--- src/rtl/uart_tx_feeder.sv ---
// Byte FIFO and launch FSM feeding a UART TX controller.
// Bytes are popped only when the transmitter is idle and launched with a one-cycle valid.
module uart_tx_feeder #(
   parameter int DATA_WIDTH   = 8,
   parameter int DEPTH        = 8,
   parameter int ADDR_WIDTH   = 3,
   parameter int BUSY_TIMEOUT = 4
) (
   input  logic                  clk,
   input  logic                  rst_n,
   input  logic                  wr_en,
   input  logic [DATA_WIDTH-1:0] wr_data,
   input  logic                  clr_flags,
   output logic                  full,
   output logic                  empty,
   output logic [ADDR_WIDTH:0]   fill_level,
   output logic                  overflow,
   output logic                  tx_err,
   input  logic                  tx_busy,
   output logic                  tx_data_valid,
   output logic [DATA_WIDTH-1:0] tx_p_data
);

   localparam int CW = ADDR_WIDTH + 1;
   localparam int TW = $clog2(BUSY_TIMEOUT + 1);
   localparam logic [TW-1:0] TO_LAST = TW'(BUSY_TIMEOUT - 1);

   typedef enum logic [1:0] {
      IDLE,
      LAUNCH,
      WAIT_BUSY,
      WAIT_DONE
   } state_t;

   state_t state, state_nx;

   logic [DATA_WIDTH-1:0] mem [DEPTH];
   logic [ADDR_WIDTH-1:0] wr_ptr, rd_ptr;
   logic [CW-1:0]         count;
   logic [TW-1:0]         to_cnt, to_cnt_nx;
   logic                  push, pop, err_set;

   assign full       = (count == CW'(DEPTH));
   assign empty      = (count == '0);
   assign fill_level = count;
   assign push       = wr_en & ~full;

   assign tx_data_valid = (state == LAUNCH);

   always_comb begin
      state_nx  = state;
      to_cnt_nx = to_cnt;
      err_set   = 1'b0;
      pop       = 1'b0;
      case (state)
         IDLE: begin
            if (!empty && !tx_busy) begin
               state_nx = LAUNCH;
               pop      = 1'b1;
            end
         end
         LAUNCH: begin
            state_nx  = WAIT_BUSY;
            to_cnt_nx = '0;
         end
         WAIT_BUSY: begin
            if (tx_busy) begin
               state_nx = WAIT_DONE;
            end else if (to_cnt == TO_LAST) begin
               // transmitter never took the byte; drop it and move on
               err_set  = 1'b1;
               state_nx = IDLE;
            end else begin
               to_cnt_nx = to_cnt + TW'(1);
            end
         end
         WAIT_DONE: begin
            if (!tx_busy) state_nx = IDLE;
         end
         default: state_nx = IDLE;
      endcase
   end

   always_ff @(posedge clk or negedge rst_n) begin
      if (!rst_n) begin
         state  <= IDLE;
         to_cnt <= '0;
      end else begin
         state  <= state_nx;
         to_cnt <= to_cnt_nx;
      end
   end

   // storage needs no reset: pointers and count define what is valid
   always_ff @(posedge clk) begin
      if (push) mem[wr_ptr] <= wr_data;
   end

   always_ff @(posedge clk or negedge rst_n) begin
      if (!rst_n) begin
         wr_ptr    <= '0;
         rd_ptr    <= '0;
         count     <= '0;
         tx_p_data <= '0;
      end else begin
         if (push) wr_ptr <= wr_ptr + ADDR_WIDTH'(1);
         if (pop) begin
            rd_ptr    <= rd_ptr + ADDR_WIDTH'(1);
            tx_p_data <= mem[rd_ptr];
         end
         case ({push, pop})
            2'b10:   count <= count + CW'(1);
            2'b01:   count <= count - CW'(1);
            default: count <= count;
         endcase
      end
   end

   // a set event in the same cycle as clr_flags wins
   always_ff @(posedge clk or negedge rst_n) begin
      if (!rst_n) begin
         overflow <= 1'b0;
         tx_err   <= 1'b0;
      end else begin
         overflow <= (wr_en & full) | (overflow & ~clr_flags);
         tx_err   <= err_set | (tx_err & ~clr_flags);
      end
   end

endmodule

--- config.mk ---
export PLATFORM = sky130hd
export DESIGN_NAME = uart_tx_feeder
export DESIGN_NICKNAME = d
export VERILOG_FILES = /design/src/rtl/uart_tx_feeder.sv
export SDC_FILE = /design/constraint.sdc
export NUM_CORES = 1
export LEC_CHECK = 0
export CAP_MARGIN = 10
export CELL_PAD_IN_SITES_DETAIL_PLACEMENT = 0
export CELL_PAD_IN_SITES_GLOBAL_PLACEMENT = 2
export CORE_AREA = 4 4 95 97
export DETAILED_ROUTE_END_ITERATION = 12
export DIE_AREA = 0 0 99 101
export HOLD_SLACK_MARGIN = 0.03
export PLACE_DENSITY_LB_ADDON = 0.1
export REMOVE_ABC_BUFFERS = 1
export SYNTH_ARGS = -nofsm -noshare
export SYNTH_HDL_FRONTEND = slang
export SYNTH_SLANG_ARGS = --single-unit
--- constraint.sdc ---
create_clock -name clk -period 4.1 [get_ports clk]
set_clock_uncertainty 0.2 [all_clocks]
set_input_delay 0.82 -clock clk [delete_from_list [all_inputs] [get_ports clk]]
set_output_delay 0.82 -clock clk [all_outputs]
set_load 0.03 [all_outputs]
==> results.cfg <==
[global_routing]
grtUsageTotal_pct = 14.0
grt_pass1_wl_mm = 10.5
grt_pass1_vias = 1941
antenna_found_initial = 0
grt_start_max_net_pins = 26
grt_overflow = 0

[synth]
synth.most_common_cell = edfxtp_1
synth_edf_count = 64
syn_avg_cell_area_sq_um = 16.5
netlist_top_cells_area = edfxtp_1, dfrtp_1, mux4_2
synthArstFlopShare_pct = 28.1
yosysWarnings = 0
yosysTopAreaCell = edfxtp_1
yosysSeqAreaShare_pct = 70.5
ys_seq_elements = 89
yosysTopAreaCellShare_pct = 53.2
synthTopCellsByCount = edfxtp_1, nand2_1, dfrtp_1
syn_area_sq_um = 3610
ys.flop_type = edfxtp_1
ys_types = 29
postSynthCellCount = 219

[worst_setup_path]
crit_path_frequent_cell = xor2_1
critical_path.cell_chain = clkdlybuf4s50_1, or4_1, inv_1, ha_1, xor2_1, ha_1, a21oi_1, xor2_1, nor2_1, xor2_1
crit_start = tx_busy
crit_arrival_ns = 3.14
start_kind = input pin
cp_top_family = buffers and inverters
critPathBufInv = 2
slowest_stage = or4_1
crit_path_max_fanout = 8
slowest_delay_ns = 0.57
critPathKind = in2reg
required_ns = 4.13
r2r-start = fill_level[1]
end_kind = flip-flop

[routing]
vias_per_cell = 5.13
routed_wirelength_mm = 6.38
drc = 0
avgRoutedWirePerCell_um = 17.2
dr.first_iter.drc_count = 65
num_vias = 1899
postRouteAntennaNets = 0
first_pass_iters = 4

[floorplan]
die_h_um = 101
fp.coreArea_sq_um = 8130
ios = 30
start_util_pct = 44.4
rows = 33
die_w_um = 99
dieArea_sq_um = 10000

[finish]
layout-drive-gt1-share_pct = 15.8
stdcell_area_sq_um = 4250
area_delta_synth_final_pct = 17.8
n_antenna_cell = 0
fin_nets = 280

[place]
gp_congestion = 0.717
dp_hpwl_mm = 4.07
io_buffers = 29
post_dp_cell_area_sq_um = 4050

[clock_tree]
tritoncts = done
clkLatencyLatePin_ns = 0.34
clock-root-buffer = clkbuf_8
clock_path_buffers = 2
cts-resized-gates = 0
cts_max_level = 3
cts_setup_buffers = 0
hold_buffers = 0
numClockSinks = 89
path_clk_slew_ns = 0.09
cts_buffers = 9

[pwr]
p_per_area_nw_per_um2 = 694
ir_drop_uv = 266
p_leak_nw = 1.55

[timing]
setup_viol_count_final = 0
timing.hold.ws_ns = 0.282
fin_crit_sh_pct = 75.8
slew_violations = 0
rsz0062_at_grt = false
layout_min_cycle_time_ns = 3.11
fmaxAchievable_ghz = 0.322
timing.slew.headroom_pct = 27.1
hold_viol_final = 0
worstMarginPinSlew_ns = 1.09
totalNegativeSetupSlack_ns = 0

[outcome]
status = finished clean

[flow_run]
maxCapViolations = 0

[worst_hold_path]
min_from = tx_p_data[6]
hold_class = reg2reg
==> logic make-up after synthesis <==
family	Yosys count	share of synthesized area, %
AO/OA/AOI/OAI	20	3.15
XOR/XNOR	8	1.94
flip-flops	89	70.5
multiplexers	27	13.1
AND/OR/NAND/NOR	54	6.83
adder cells (fa/ha/maj)	7	2.43
buffers and inverters	14	2.04
==> per-layer routing <==
layer / up-vias / global-route usage [%] / share of wire (%) / routed length, um
li1: 904 / - / - / -
met1: 964 / 19.3 / 47 / 2990
met2: 27 / 22.6 / 49 / 3110
met3: 4 / 3.46 / 3.8 / 242
met4: 0 / 3.47 / 0.60 / 38
met5: - / 0 / 0 / 0
==> per-stage QoR <==
stage	power, mW	util (%)	std cells	setup slack, ns
global route	3.15	52.3	370	0.849
CTS	3.01	52.3	370	0.969
detailed placement	2.40	49.8	354	0.631
finish	2.95	52.3	370	0.991
global placement	2.39	49.8	354	0.679
floorplan	2.02	-	210	0.405
==> report_power, final <==
group	total [mW]	switching, mW	internal [mW]
clock network	0.597	0.307	0.290
logic	0.936	0.453	0.483
registers	1.42	0.243	1.18
==> worst register-to-register path, cell delays in order (launching register included) <==
cell	delay [ns]
dfrtp_1	0.48
nor4b_1	0.49
nor2b_1	0.21
inv_1	0.16
ha_1	0.26
xor2_1	0.10
ha_1	0.19
a21oi_1	0.14
xor2_1	0.16
nor2_1	0.06
xor2_1	0.14
==> cells in the final DEF (no fill, tap or decap), types with 3 or more instances in the layout <==
master	Yosys	final
buf_4	3	10
nor2b_1	6	6
xor2_1	4	4
nor3_1	4	4
nor2_1	9	9
inv_6	0	3
inv_1	5	5
clkdlybuf4s50_1	0	29
mux2i_1	10	10
clkbuf_8	0	9
mux4_2	16	16
dfrtp_1	25	25
xnor2_1	4	4
nand2_1	27	27
ha_1	7	7
o21ai_0	12	12
nand2b_1	4	4
edfxtp_1	64	64
==> area by class of cell <==
cell class / count / area, sq um
clock buffers: 10 / 128
flip-flops and latches: 89 / 2550
inverters: 5 / 18.8
repair buffers: 39 / 365
fillers: 674 / 3880
clock inverters: 6 / 72.6
multi-input cells: 116 / 990
well taps: 105 / 131
==> path summary, 6_finish.rpt <==
kind,slack (ns),cells after the start,endpoint
max,0.99,10,fill_level[2]
min,0.28,2,tx_p_data[6]
max reg2reg,1.40,10,fill_level[2]
min reg2reg,0.28,2,tx_p_data[6]
max in group asynchronous,2.78,2,overflow
min in group asynchronous,0.66,2,fill_level[3]
==> state kept, by name, summed over array words and instances (netlist names) <==
name / count
mem: 64
tx_p_data: 8
fill_level: 4
rd_ptr: 3
to_cnt: 3
wr_ptr: 3
state: 2
overflow: 1
tx_err: 1
Note: power is estimated with default switching activity, not from simulation.
